File: config.mk
export PLATFORM = sky130hd
export DESIGN_NAME = cache_axi_rd_arbiter_flat
export DESIGN_NICKNAME = d
export VERILOG_FILES = /design/src/rtl/cache_axi_rd_arbiter_pkg.sv /design/src/rtl/cache_axi_rd_arbiter_if.sv /design/src/rtl/cache_axi_rd_arbiter_line_assembler.sv /design/src/rtl/cache_axi_rd_arbiter.sv /design/src/flat_wrapper.sv
export SDC_FILE = /design/constraint.sdc
export NUM_CORES = 1
export LEC_CHECK = 0
export ABC_AREA = 1
export BUFFER_PORTS_ARGS = -buffer_cell sky130_fd_sc_hd__buf_2
export CORE_MARGIN = 2
export CORE_UTILIZATION = 40
export DETAILED_ROUTE_END_ITERATION = 10
export HOLD_SLACK_MARGIN = 0.08
export SYNTH_ARGS = -nofsm -noshare
export SYNTH_HDL_FRONTEND = slang
export SYNTH_SLANG_ARGS = --single-unit
File: constraint.sdc
create_clock -name clk -period 2.4 [get_ports clk]
set_clock_uncertainty 0.05 [all_clocks]
set_input_delay 0.48 -clock clk [delete_from_list [all_inputs] [get_ports clk]]
set_output_delay 0.48 -clock clk [all_outputs]
set_load 0.02 [all_outputs]
File: src/rtl/cache_axi_rd_arbiter_pkg.sv
// Shared types and constants for the cache refill AXI read arbiter.
package cache_axi_rd_arbiter_pkg;

  typedef enum logic [1:0] {
    IDLE = 2'd0,
    AR   = 2'd1,
    R    = 2'd2,
    RET  = 2'd3
  } ArbStateType;

  typedef enum logic {
    SRC_I = 1'b0,
    SRC_D = 1'b1
  } ReqSrcType;

  localparam logic [1:0] AXI_BURST_INCR = 2'b01;
  localparam logic [2:0] AXI_SIZE_4B    = 3'b010;
  localparam logic [1:0] AXI_RESP_OKAY  = 2'b00;

  localparam int unsigned ARID_I = 0;
  localparam int unsigned ARID_D = 1;

  // Latched refill request: line address and owning cache
  typedef struct packed {
    logic [31:0] addr;
    ReqSrcType   src;
  } ar_req_t;

  // Line-align a refill address (low nibble forced to zero)
  function automatic logic [31:0] line_addr(input logic [31:0] addr);
    return addr & 32'hFFFF_FFF0;
  endfunction

endpackage

File: src/rtl/cache_axi_rd_arbiter_if.sv
// Bus bundle for the refill arbiter: both cache refill ports plus AXI AR/R.
// master = arbiter side, slave = caches and AXI slave side.
interface cache_axi_rd_arbiter_if #(
  parameter int unsigned LINE_WORDS = 4,
  parameter int unsigned ID_W       = 4
);
  localparam int unsigned LINE_W = 32 * LINE_WORDS;

  logic              i_rd_req;
  logic [31:0]       i_rd_addr;
  logic              i_rd_rdy;
  logic              i_ret_valid;
  logic [LINE_W-1:0] i_ret_data;

  logic              d_rd_req;
  logic [31:0]       d_rd_addr;
  logic              d_rd_rdy;
  logic              d_ret_valid;
  logic [LINE_W-1:0] d_ret_data;

  logic [ID_W-1:0]   arid;
  logic [31:0]       araddr;
  logic [7:0]        arlen;
  logic [2:0]        arsize;
  logic [1:0]        arburst;
  logic              arvalid;
  logic              arready;

  logic [ID_W-1:0]   rid;
  logic [31:0]       rdata;
  logic [1:0]        rresp;
  logic              rlast;
  logic              rvalid;
  logic              rready;

  logic              proto_err;

  modport master (
    input  i_rd_req, i_rd_addr, d_rd_req, d_rd_addr,
    output i_rd_rdy, i_ret_valid, i_ret_data,
    output d_rd_rdy, d_ret_valid, d_ret_data,
    output arid, araddr, arlen, arsize, arburst, arvalid,
    input  arready,
    input  rid, rdata, rresp, rlast, rvalid,
    output rready,
    output proto_err
  );

  modport slave (
    output i_rd_req, i_rd_addr, d_rd_req, d_rd_addr,
    input  i_rd_rdy, i_ret_valid, i_ret_data,
    input  d_rd_rdy, d_ret_valid, d_ret_data,
    input  arid, araddr, arlen, arsize, arburst, arvalid,
    output arready,
    output rid, rdata, rresp, rlast, rvalid,
    input  rready,
    input  proto_err
  );

endinterface

File: src/rtl/cache_axi_rd_arbiter_line_assembler.sv
// Beat counter and line buffer for one refill burst; flags the final beat
// and per-beat protocol errors (rlast misplaced or non-OKAY response).
module cache_axi_rd_arbiter_line_assembler
  import cache_axi_rd_arbiter_pkg::*;
#(
  parameter int unsigned LINE_WORDS = 4
) (
  input  logic                    clk,
  input  logic                    resetn,
  input  logic                    i_clr,
  input  logic                    i_beat,
  input  logic [31:0]             i_rdata,
  input  logic [1:0]              i_rresp,
  input  logic                    i_rlast,
  output logic                    o_last_c,
  output logic                    o_beat_err_c,
  output logic [32*LINE_WORDS-1:0] o_line_next_c
);

  localparam int unsigned CNT_W = (LINE_WORDS > 1) ? $clog2(LINE_WORDS) : 1;

  logic [CNT_W-1:0]             r_beat_cnt;
  logic [LINE_WORDS-1:0][31:0]  r_line;
  logic [LINE_WORDS-1:0][31:0]  w_line_next;

  assign o_last_c     = (r_beat_cnt == CNT_W'(LINE_WORDS - 1));
  assign o_beat_err_c = (i_rresp != AXI_RESP_OKAY) || (i_rlast != o_last_c);

  // Line as it will look once the current beat is written (used for the final beat)
  always_comb begin
    w_line_next             = r_line;
    w_line_next[r_beat_cnt] = i_rdata;
  end

  assign o_line_next_c = w_line_next;

  // Beat counter and word insert; counter restarts each burst, rlast ignored
  always_ff @(posedge clk or negedge resetn) begin
    if (!resetn) begin
      r_beat_cnt <= '0;
      r_line     <= '0;
    end else if (i_clr) begin
      r_beat_cnt <= '0;
    end else if (i_beat) begin
      r_line[r_beat_cnt] <= i_rdata;
      r_beat_cnt         <= o_last_c ? '0 : r_beat_cnt + CNT_W'(1);
    end
  end

endmodule

File: src/rtl/cache_axi_rd_arbiter.sv
// Shares one AXI read master between the ICache and DCache refill ports.
// One refill outstanding; each refill is a single INCR burst of LINE_WORDS beats,
// returned to the owner as a full line with a one-cycle ret_valid pulse.
// Optional macro CACHE_ARB_RR_EN: round-robin tie break (default: DCache priority).
module cache_axi_rd_arbiter
  import cache_axi_rd_arbiter_pkg::*;
#(
  parameter int unsigned LINE_WORDS = 4,
  parameter int unsigned ID_W       = 4
) (
  input  logic                   clk,
  input  logic                   resetn,
  cache_axi_rd_arbiter_if.master bus
);

  localparam int unsigned LINE_W = 32 * LINE_WORDS;

  ArbStateType       r_state;
  ar_req_t           r_req;
  logic              r_arvalid;
  logic              r_rready;
  logic              r_i_ret_valid;
  logic              r_d_ret_valid;
  logic              r_proto_err;
  logic [LINE_W-1:0] r_i_ret_data;
  logic [LINE_W-1:0] r_d_ret_data;

  logic              w_grant_i;
  logic              w_grant_d;
  logic              w_idle;
  logic              w_accept;
  logic              w_beat;
  logic              w_last_c;
  logic              w_beat_err_c;
  logic [LINE_W-1:0] w_line_next_c;
  logic [31:0]       w_req_addr;
  logic              w_unused_rid;

  assign w_idle = (r_state == IDLE);

`ifdef CACHE_ARB_RR_EN
  ReqSrcType r_last_grant;

  // Round-robin: on a tie, serve the cache not granted last
  always_comb begin
    w_grant_i = 1'b0;
    w_grant_d = 1'b0;
    if (bus.i_rd_req && bus.d_rd_req) begin
      if (r_last_grant == SRC_D) begin
        w_grant_i = 1'b1;
      end else begin
        w_grant_d = 1'b1;
      end
    end else begin
      w_grant_i = bus.i_rd_req;
      w_grant_d = bus.d_rd_req;
    end
  end

  // Remember the last accepted owner; starts at DCache so ICache wins the first tie
  always_ff @(posedge clk or negedge resetn) begin
    if (!resetn) begin
      r_last_grant <= SRC_D;
    end else if (w_accept) begin
      r_last_grant <= w_grant_d ? SRC_D : SRC_I;
    end
  end
`else
  // Fixed priority: DCache over ICache
  always_comb begin
    w_grant_d = bus.d_rd_req;
    w_grant_i = bus.i_rd_req && !bus.d_rd_req;
  end
`endif

  assign w_accept   = w_idle && (w_grant_i || w_grant_d);
  assign w_req_addr = w_grant_d ? bus.d_rd_addr : bus.i_rd_addr;
  assign w_beat     = r_rready && bus.rvalid;

  // rid is not checked: only one transaction can be outstanding
  assign w_unused_rid = ^bus.rid;

  cache_axi_rd_arbiter_line_assembler #(
    .LINE_WORDS (LINE_WORDS)
  ) u_line_asm (
    .clk           (clk),
    .resetn        (resetn),
    .i_clr         (w_idle),
    .i_beat        (w_beat),
    .i_rdata       (bus.rdata),
    .i_rresp       (bus.rresp),
    .i_rlast       (bus.rlast),
    .o_last_c      (w_last_c),
    .o_beat_err_c  (w_beat_err_c),
    .o_line_next_c (w_line_next_c)
  );

  // Refill FSM with AR register, R ready, line return and sticky protocol error
  always_ff @(posedge clk or negedge resetn) begin
    if (!resetn) begin
      r_state       <= IDLE;
      r_req.addr    <= '0;
      r_req.src     <= SRC_I;
      r_arvalid     <= 1'b0;
      r_rready      <= 1'b0;
      r_i_ret_valid <= 1'b0;
      r_d_ret_valid <= 1'b0;
      r_proto_err   <= 1'b0;
      r_i_ret_data  <= '0;
      r_d_ret_data  <= '0;
    end else begin
      r_i_ret_valid <= 1'b0;
      r_d_ret_valid <= 1'b0;
      if (w_beat && w_beat_err_c) begin
        r_proto_err <= 1'b1;
      end
      case (r_state)
        IDLE: begin
          if (w_accept) begin
            r_req.addr <= line_addr(w_req_addr);
            r_req.src  <= w_grant_d ? SRC_D : SRC_I;
            r_arvalid  <= 1'b1;
            r_state    <= AR;
          end
        end
        AR: begin
          if (bus.arready) begin
            r_arvalid <= 1'b0;
            r_rready  <= 1'b1;
            r_state   <= R;
          end
        end
        R: begin
          if (w_beat && w_last_c) begin
            r_rready <= 1'b0;
            r_state  <= RET;
            if (r_req.src == SRC_D) begin
              r_d_ret_valid <= 1'b1;
              r_d_ret_data  <= w_line_next_c;
            end else begin
              r_i_ret_valid <= 1'b1;
              r_i_ret_data  <= w_line_next_c;
            end
          end
        end
        RET: begin
          r_state <= IDLE;
        end
        default: begin
          r_state <= IDLE;
        end
      endcase
    end
  end

  assign bus.i_rd_rdy    = w_idle && w_grant_i;
  assign bus.d_rd_rdy    = w_idle && w_grant_d;
  assign bus.i_ret_valid = r_i_ret_valid;
  assign bus.d_ret_valid = r_d_ret_valid;
  assign bus.i_ret_data  = r_i_ret_data;
  assign bus.d_ret_data  = r_d_ret_data;

  assign bus.arid    = (r_req.src == SRC_D) ? ID_W'(ARID_D) : ID_W'(ARID_I);
  assign bus.araddr  = r_req.addr;
  assign bus.arlen   = 8'(LINE_WORDS - 1);
  assign bus.arsize  = AXI_SIZE_4B;
  assign bus.arburst = AXI_BURST_INCR;
  assign bus.arvalid = r_arvalid;
  assign bus.rready  = r_rready;

  assign bus.proto_err = r_proto_err;

endmodule

File: src/flat_wrapper.sv
// flat-port wrapper written by rule: the top's interface ports become plain ports
module cache_axi_rd_arbiter_flat import cache_axi_rd_arbiter_pkg::*;
#(
  parameter int unsigned LINE_WORDS = 4,
  parameter int unsigned ID_W       = 4
)
  (clk, resetn, bus_i_rd_req, bus_i_rd_addr, bus_d_rd_req, bus_d_rd_addr, bus_i_rd_rdy, bus_i_ret_valid, bus_i_ret_data, bus_d_rd_rdy, bus_d_ret_valid, bus_d_ret_data, bus_arid, bus_araddr, bus_arlen, bus_arsize, bus_arburst, bus_arvalid, bus_arready, bus_rid, bus_rdata, bus_rresp, bus_rlast, bus_rvalid, bus_rready, bus_proto_err);
  cache_axi_rd_arbiter_if #(.LINE_WORDS(LINE_WORDS), .ID_W(ID_W)) bus_i ();
  input  logic clk;
  input  logic resetn;
  input wire logic [$bits(bus_i.i_rd_req)-1:0] bus_i_rd_req;
  input wire logic [$bits(bus_i.i_rd_addr)-1:0] bus_i_rd_addr;
  input wire logic [$bits(bus_i.d_rd_req)-1:0] bus_d_rd_req;
  input wire logic [$bits(bus_i.d_rd_addr)-1:0] bus_d_rd_addr;
  output wire logic [$bits(bus_i.i_rd_rdy)-1:0] bus_i_rd_rdy;
  output wire logic [$bits(bus_i.i_ret_valid)-1:0] bus_i_ret_valid;
  output wire logic [$bits(bus_i.i_ret_data)-1:0] bus_i_ret_data;
  output wire logic [$bits(bus_i.d_rd_rdy)-1:0] bus_d_rd_rdy;
  output wire logic [$bits(bus_i.d_ret_valid)-1:0] bus_d_ret_valid;
  output wire logic [$bits(bus_i.d_ret_data)-1:0] bus_d_ret_data;
  output wire logic [$bits(bus_i.arid)-1:0] bus_arid;
  output wire logic [$bits(bus_i.araddr)-1:0] bus_araddr;
  output wire logic [$bits(bus_i.arlen)-1:0] bus_arlen;
  output wire logic [$bits(bus_i.arsize)-1:0] bus_arsize;
  output wire logic [$bits(bus_i.arburst)-1:0] bus_arburst;
  output wire logic [$bits(bus_i.arvalid)-1:0] bus_arvalid;
  input wire logic [$bits(bus_i.arready)-1:0] bus_arready;
  input wire logic [$bits(bus_i.rid)-1:0] bus_rid;
  input wire logic [$bits(bus_i.rdata)-1:0] bus_rdata;
  input wire logic [$bits(bus_i.rresp)-1:0] bus_rresp;
  input wire logic [$bits(bus_i.rlast)-1:0] bus_rlast;
  input wire logic [$bits(bus_i.rvalid)-1:0] bus_rvalid;
  output wire logic [$bits(bus_i.rready)-1:0] bus_rready;
  output wire logic [$bits(bus_i.proto_err)-1:0] bus_proto_err;
  assign bus_i.i_rd_req = bus_i_rd_req;
  assign bus_i.i_rd_addr = bus_i_rd_addr;
  assign bus_i.d_rd_req = bus_d_rd_req;
  assign bus_i.d_rd_addr = bus_d_rd_addr;
  assign bus_i_rd_rdy = bus_i.i_rd_rdy;
  assign bus_i_ret_valid = bus_i.i_ret_valid;
  assign bus_i_ret_data = bus_i.i_ret_data;
  assign bus_d_rd_rdy = bus_i.d_rd_rdy;
  assign bus_d_ret_valid = bus_i.d_ret_valid;
  assign bus_d_ret_data = bus_i.d_ret_data;
  assign bus_arid = bus_i.arid;
  assign bus_araddr = bus_i.araddr;
  assign bus_arlen = bus_i.arlen;
  assign bus_arsize = bus_i.arsize;
  assign bus_arburst = bus_i.arburst;
  assign bus_arvalid = bus_i.arvalid;
  assign bus_i.arready = bus_arready;
  assign bus_i.rid = bus_rid;
  assign bus_i.rdata = bus_rdata;
  assign bus_i.rresp = bus_rresp;
  assign bus_i.rlast = bus_rlast;
  assign bus_i.rvalid = bus_rvalid;
  assign bus_rready = bus_i.rready;
  assign bus_proto_err = bus_i.proto_err;
  cache_axi_rd_arbiter #(.LINE_WORDS(LINE_WORDS), .ID_W(ID_W)) u_core (.clk(clk), .resetn(resetn), .bus(bus_i));
endmodule
==> flow_results.org, run 1 <==
** Outcome
- The run finished with clean final reports.

** Yosys
- Cell Area, Synth :: 18000 um2
- Top cell types by occurrence after synthesis :: nand2_1 (611), dfrtp_1 (422), o21ai_0 (353), inv_1 (236), nor2_1 (103)
- In this run the mean area of a mapped cell was 8.46 um2.
- Leading post-synthesis cells by cell area :: dfrtp_1 (59%), nand2_1 (13%), o21ai_0 (9.8%)
- Of the synthesized area, sequential elements account for 58.8%.
- Synth warnings :: 0
- Summed over all instances, the cell type with the most area after synthesis is dfrtp_1.
- Most frequently used flop master after synthesis :: dfrtp_1
- Synthesis inferred 422 register bits.
- Share of synthesized flip-flops with an asynchronous set or reset :: 100%
- Fraction of synthesized cell area taken by the top area cell type :: 58.8%
- Number of enable flip-flop cells after synthesis :: 0
- Most frequently used cell type in the post-synthesis netlist :: nand2_1
- Number of cells produced by synthesis :: 2123
- The number of different library cells used by synthesis comes to 22.

** Finish
- Total inserted antenna cells :: 0
- Relative area change from synthesis to final layout :: 22.9%
- For this run, the post-layout net count is 2588.
- The filler cells instantiated in the layout total 4249.
- Layout Cells excl Fill :: 3098
- In the final layout, the share of cells above drive strength 1 is 20.8%.
- Finished Core Util :: 49.9%

** Die
- For this design the top-level I/O count stands at 421.
- Total Die Area :: 46600 um2
- Die outline width :: 216 um
- # rows :: 77
- Height of the chip :: 216 um
- The floorplan step defined a core boundary enclosing 44200 um2.
- Initial core utilization :: 40.6%

** Setup path
- The critical path goes through inv_1, ha_2, nand2_1, nor2_1, buf_2.
- Endpoint of the worst register-to-register path :: u_core.bus.d_ret_data[32]$_DFFE_PN0P_
- The number of cells on the worst reg-to-reg path is 7.
- STA classifies the critical path startpoint as a register.
- Reg-to-reg startpoint :: u_core.r_state[0]$_DFFE_PN0P_
- Along the worst path, the maximum fanout reaches 5.
- Broken down by cell family, the worst path's largest delay share belongs to flip-flops.
- The worst register-to-register path has a setup slack of 0.37 ns.
- STA puts the critical path data arrival time at 1.67 ns.
- Max incr delay on CP :: 0.40 ns
- Worst path bufs/invs :: 2
- Startpoint-to-endpoint class of the critical path :: register to primary output
- Crit path capture type :: primary output
- Worst endpoint required time :: 1.87 ns
- The slowest stage of the critical path belongs to the cell dfrtp_1.

** Detailed routing
- After detailed routing, the number of remaining DRC violations is 0.
- The count of nets left with antenna violations once routing finished came out at 0.
- After detailed routing, the number of vias per cell comes to 4.82.
- Total wire length after detailed routing :: 52.3 mm
- For this run, the detailed router's first-pass iteration total came to 5.
- Across all layers, the routed design uses 14900 vias.
- The first routing iteration left 1118 violations.
- Wire per inst :: 16.9 um

** Place
- Worst slack at placement :: 0.371 ns
- Number of input and output port buffers inserted :: 388
- Final RePlAce weighted congestion :: 0.785
- Number of placed cells counting well taps :: 3014
- Detailed placement ended at an HPWL of 36.3 mm.

** Global route
- Largest net degree at the start of global routing :: 94
- The number of antenna violations at the first check in global routing was 0.
- Wire length of the first global-routing pass :: 81.9 mm
- Global routing used 22.6% of the available tracks.
- Overall overflow remaining after global route :: 0
- The via count of the first global-routing pass came to 14600.

** Timing
- Post-layout min period :: 2.20 ns
- Setup violations remaining at the end of the flow were counted as 0.
- Final number of max-transition violations :: 0
- The worst path uses 91.8% of the clock period.
- Across all hold checks on the routed design, the worst slack comes to 0.119 ns.
- Setup repair after global routing left no endpoint under its margin.
- Setup total negative slack on the finished layout was measured at 0 ns.
- Worst-case headroom to the max-slew limit :: 50.4%
- Slew of the pin with the lowest slew margin :: 0.743 ns
- Post-layout worst setup margin :: 0.196 ns
- The final count of hold timing violations was 0.
- Timing would allow up to 454 MHz.

** Clocking
- The later pin in the worst-skew pair is clocked with a latency of 0.58 ns.
- TritonCTS created 46 clock buffers.
- Maximum buffer depth of the clock tree :: 3
- TritonCTS built the clock tree.
- In this run the number of H-tree levels came out at 2.
- Clock Tree Root :: clkbuf_16
- Clock transition at the registers of the reported paths :: 0.06 ns
- Post-CTS Repair Setup Buffers :: 0
- Sink count of the clock tree :: 422

** Flow run
- Max-cap violations in this run came to 0.

** Worst hold path
- Counting instances, the worst hold path has a depth of 3.
- Beginning of the worst hold path :: bus_arready
- The worst hold path terminates at u_core.bus.rready$_DFFE_PN0P_.
- The tightest min-delay check is of the primary input to register type.

** Power and ir drop
- Leakage power summed over all cells :: 0.0117 uW
- IR analysis of the VDD net gives a maximum drop of 553 uV.
- Power spread over the standard cell area amounts to 1260 nW/um2.
[per-stage QoR]
stage / instance area (um2) / power (uW)
after global placement: 20500 / 20500
after CTS: 22100 / 28000
after detailed placement: 20500 / 20700
final: 22100 / 27700
after global routing: 22100 / 29700
after floorplan: 18000 / 16900
[flip-flops by register name, indices dropped and copies added, names as in the netlist]
signal and flops:
u_core.bus.i_ret_data 128, u_core.r_state 2, u_core.bus.d_ret_data 128, u_core.bus.i_ret_valid 1, u_core.bus.araddr 28, u_core.bus.rready 1, u_core.bus.arvalid 1, u_core.bus.d_ret_valid 1
u_core.u_line_asm.r_line 128, u_core.bus.proto_err 1, u_core.r_req 1, u_core.u_line_asm.r_beat_cnt 2
[report_power, final]
part,leakage [uW],switching (uW),internal (uW),total (uW)
Clock,0.000747,2880,4260,7140
Combinational,0.00535,7080,3000,10100
Sequential,0.00562,1090,9380,10500
Total,0.0117,11100,16600,27700
[layout by cell type, fill, tap and decap left out, types with 2 or more instances in the layout]
cell	count
a21oi_1	98
buf_12	14
buf_2	387
buf_4	34
bufinv_16	3
clkbuf_1	12
clkbuf_16	47
clkbuf_8	11
clkinv_2	6
clkinvlp_4	2
conb_1	20
dfrtp_1	421
ha_1	3
ha_2	5
inv_1	236
nand2_1	610
nand2_2	2
nand3_1	62
nand4_1	2
nor2_1	102
nor2_4	2
nor3_1	2
o21ai_0	353
o21ai_1	62
[tightest hold or removal path, delay by kind of cell]
kind,cells,cell delay [ns]
buffers and inverters,1,0.09
and+or+nand+nor,2,0.13
[final cells by class]
| type | count | area, um2 | area share, % |
|---|---|---|---|
| Inverter | 237 | 890 | 4.03 |
| Multi-Input combinational cell | 1327 | 5850 | 26.5 |
| Sequential cell | 422 | 10600 | 47.9 |
| Tap cell | 592 | 741 | 3.36 |
| Clock inverter | 13 | 153 | 0.692 |
| Clock buffer | 70 | 1370 | 6.22 |
| Timing Repair Buffer | 437 | 2500 | 11.3 |
[layer usage]
| metal | vias to the layer above | wire length (um) | global-route usage (%) |
|---|---|---|---|
| met5 | - | 0 | 0 |
| met4 | 0 | 1380 | 7.20 |
| met3 | 77 | 4060 | 5.48 |
| met2 | 501 | 23200 | 35.0 |
| met1 | 7022 | 23600 | 31.2 |
| li1 | 7339 | - | - |
[how the worst max path moves through the flow]
stage	slack [ns]	end	cells after the start	from
after floorplan	0.76	u_core.bus.d_ret_data[100]$_DFFE_PN0P_	9	u_core.u_line_asm.r_beat_cnt[0]$_DFFE_PN0P_
after global placement	0.40	u_core.bus.rready$_DFFE_PN0P_	8	u_core.r_state[0]$_DFFE_PN0P_
final	0.20	bus_i_rd_rdy	5	u_core.r_state[0]$_DFFE_PN0P_
after global routing	0.05	bus_i_rd_rdy	5	u_core.r_state[0]$_DFFE_PN0P_
after CTS	0.07	bus_i_rd_rdy	5	u_core.r_state[0]$_DFFE_PN0P_
after detailed placement	0.37	u_core.bus.d_ret_data[9]$_DFFE_PN0P_	7	u_core.r_state[0]$_DFFE_PN0P_
[kinds of logic (layout without fill, tap and decap cells)]
kind of cell	Yosys count	in the layout	share of synthesized area [%]
other cells	2	20	0.0418
buf+inv	392	757	9.21
flops	422	422	58.8
simple gates	785	785	17.0
compound gates	514	514	14.3
fa+ha+maj	8	8	0.557
[what timing repair did]
action | CTS | global route
setup endpoints to repair | 0 | 2
resized for setup | 0 | 1
hold endpoints to repair | 44 | 0
hold buffers | 1 | 0
Note: power is estimated with default switching activity, not from simulation.
==> inputs of run 2 (changes only) <==
--- a/config.mk
+++ b/config.mk
@@ -9,8 +9,10 @@
 export BUFFER_PORTS_ARGS = -buffer_cell sky130_fd_sc_hd__buf_2
 export CORE_MARGIN = 2
 export CORE_UTILIZATION = 40
+export CTS_CLUSTER_DIAMETER = 200
 export DETAILED_ROUTE_END_ITERATION = 10
 export HOLD_SLACK_MARGIN = 0.08
+export RECOVER_POWER = 25
 export SYNTH_ARGS = -nofsm -noshare
 export SYNTH_HDL_FRONTEND = slang
 export SYNTH_SLANG_ARGS = --single-unit
==> flow_results.org, run 2 (same netlist as run 1, synthesis figures left out) <==
** Timing
- For the finished layout, the period the worst path requires is 2.20 ns.
- Count of final setup violators :: 0
- RSZ-0062 raised after global routing :: no
- Measured against its own limit, the worst slew margin works out to -2.86%.
- Final number of max-transition violations :: 52
- Static timing analysis puts the maximum clock frequency at 454 MHz.
- In the final timing run, aggregate negative setup slack is 0 ns.
- Across all hold checks on the routed design, the worst slack comes to 0.120 ns.
- Slew of the pin with the lowest slew margin :: 1.54 ns
- The final critical path takes up 91.8% of the cycle.
- Final count of hold timing violations :: 0

** Power and ir drop
- Leakage power summed over all cells :: 0.0117 uW
- Sequential share of power :: 37.8%
- For this design the ratio of total power to cell area is 1260 nW/um2.
- Of the total power, combinational logic draws 36.4%.
- Total power of the final layout :: 27700 uW
- In this run switching power makes up 39.9% of total power.
- VDD sags by at most 553 uV.
- Net Switching :: 11100 uW
- The internal portion of the total power is 16600 uW.
- The share of total power dissipated in the clock network is 25.8%.

** Setup path
- Worst endpoint required time :: 1.87 ns
- The kind of cell with the highest combined delay along the critical path is flip-flops.
- For the worst setup path, the data arrival time is 1.67 ns.
- Together, buffers and inverters on the worst path number 2.
- Crit path max-delay cell type :: dfrtp_1
- Crit path capture type :: primary output
- In this run the worst path has a maximum fanout of 5.
- Max incr delay on CP :: 0.40 ns
- CP Launch Type :: register
- Startpoint-to-endpoint class of the critical path :: register to primary output
- Walking the worst path, the cells encountered are inv_1, ha_2, nand2_1, nor2_1, buf_2.

** Die
- The floorplan step defined a die boundary enclosing 46600 um2.
- Die outline width :: 216 um
- The floorplan step defined a core boundary enclosing 44200 um2.
- The floorplan has 77 rows.
- Boundary pin count :: 421
- The initial utilization of the core area, before any placement, comes to 40.6%.
- The die is 216 um tall.

** Flow run
- The tool flagged a number of max-cap violations equal to 1.

** Outcome
- Violated checks :: max-capacitance violations, max-slew violations
- Run status :: finished, violations left

** Place
- Placed instance area :: 20500 um2
- Number of input and output port buffers inserted :: 388
- The HPWL after detailed placement is 36.3 mm.
- The congestion estimate from routability-driven global placement came to 0.785.

** Detailed routing
- In this run the remaining antenna-violating nets after routing total 0.
- For this run, design rule violations remaining after detail routing come to 0.
- Length of the first detailed-routing pass in iterations :: 5
- Dividing the detail-routed via count by the number of cells gives 4.83.
- Routed via count :: 15000
- Wire per inst :: 16.9 um
- Initial DRC Count :: 1145
- Total wire length after detailed routing :: 52.3 mm

** Finish
- Once layout is done, the placed cells without fillers occupy 22000 um2.
- Most common cell after layout, fill and taps aside :: nand2_1
- Finished Core Util :: 49.8%
- Leaving out fill and tap cells, the most frequent cells in the layout are nand2_1 (610), dfrtp_1 (421), buf_2 (388), o21ai_0 (353), inv_1 (236).
- Cells with a size suffix above 1 make up 20.8% of the layout.
- Relative area change from synthesis to final layout :: 22.7%
- Total inserted antenna cells :: 0
- At the end of the flow, the number of nets in the layout was 2588.

** Clocking
- Clock tree synthesis found a total of 422 sinks.
- The later pin in the worst-skew pair is clocked with a latency of 0.58 ns.
- No sink is reached through more buffers than the 3 on the longest clock path.
- After clock tree synthesis, the clock-pin slew on the worst setup and hold paths is 0.06 ns.
- Number of buffers added by the clock tree synthesis step :: 46
- The H-tree was split into 2 levels.
- TritonCTS built the clock tree.
- After clock tree synthesis, the setup repair step added 0 buffers.
- Clock Tree Root :: clkbuf_16

** Global route
- The number of antenna violations at the first check in global routing came to 0.
- Overall routing resource usage :: 22.6%
- Wire length of the first global-routing pass :: 81.9 mm
- Overall overflow remaining after global route :: 0
- Entering global routing, the biggest net connects 94 pins.
- Number of global-route vias before repair :: 14600

** Worst hold path
- Hold Crit Class :: primary input to register
[run 2: changes by cell type in the layout (fill, tap and decap cells not counted)]
cell,delta
buf_12,-2
buf_2,+1
buf_4,-1
buf_6,+2
buf_8,-1
clkbuf_2,+1
[run 2: layer usage]
metal / track usage [%] / wire (um)
met1: 31.2 / 23600
met4: 7.20 / 1380
met3: 5.48 / 4090
met2: 35.0 / 23200
met5: 0 / 0
[run 2: what timing repair did]
| item | CTS | global route |
|---|---|---|
| hold buffers | 1 | 0 |
| hold endpoints to repair | 44 | 0 |
| resized for setup | 0 | 1 |
| setup endpoints to repair | 0 | 2 |
[run 2: final cells by class]
type	count	area [um2]
Timing Repair Buffer	437	2470
Clock inverter	13	153
Tap cell	592	741
Multi-Input combinational cell	1327	5850
Clock buffer	70	1370
Fill cell	4253	22200
Inverter	237	890
Sequential cell	422	10600
[run 2: worst reg2reg max path, stage by stage, from the launching register on]
cell and delay (ns):
dfrtp_1 0.40, inv_1 0.09, ha_1 0.24, nand2_1 0.13
nor2_4 0.16, buf_4 0.62, nand3_1 0.20, nand2_1 0.10
[run 2: final timing paths]
| check | startpoint | endpoint | slack (ns) | cells after the start |
|---|---|---|---|---|
| min | bus_arready | u_core.bus.rready$_DFFE_PN0P_ | 0.12 | 3 |
| max reg2reg | u_core.r_state[0]$_DFFE_PN0P_ | u_core.bus.d_ret_data[32]$_DFFE_PN0P_ | 0.37 | 7 |
| min reg2reg | u_core.bus.proto_err$_DFFE_PN0P_ | u_core.bus.proto_err$_DFFE_PN0P_ | 0.41 | 1 |
| max in group asynchronous | resetn | u_core.r_req[0]$_DFFE_PN0P_ | 0.35 | 3 |
| min in group asynchronous | resetn | u_core.u_line_asm.r_line[93]$_DFFE_PN0P_ | 0.81 | 2 |
| max | u_core.r_state[0]$_DFFE_PN0P_ | bus_i_rd_rdy | 0.20 | 5 |
[run 2: stage by stage]
step | instances | worst slack (ns)
6_report | 3098 | 0.198
5_1_grt | 3098 | 0.0502
4_1_cts | 3098 | 0.0698
3_5_place_dp | 3014 | 0.371
3_3_place_gp | 3014 | 0.402
2_1_floorplan | 2141 | 0.762
[run 2: power by group through the flow]
stage | Combinational [uW] | Sequential [uW] | Clock (uW)
2_1_floorplan | 4730 | 12200 | 0
3_5_place_dp | 10200 | 10600 | 0
6_report | 10100 | 10500 | 7140
5_1_grt | 11300 | 10700 | 7610
3_3_place_gp | 9930 | 10500 | 0
4_1_cts | 10200 | 10500 | 7320
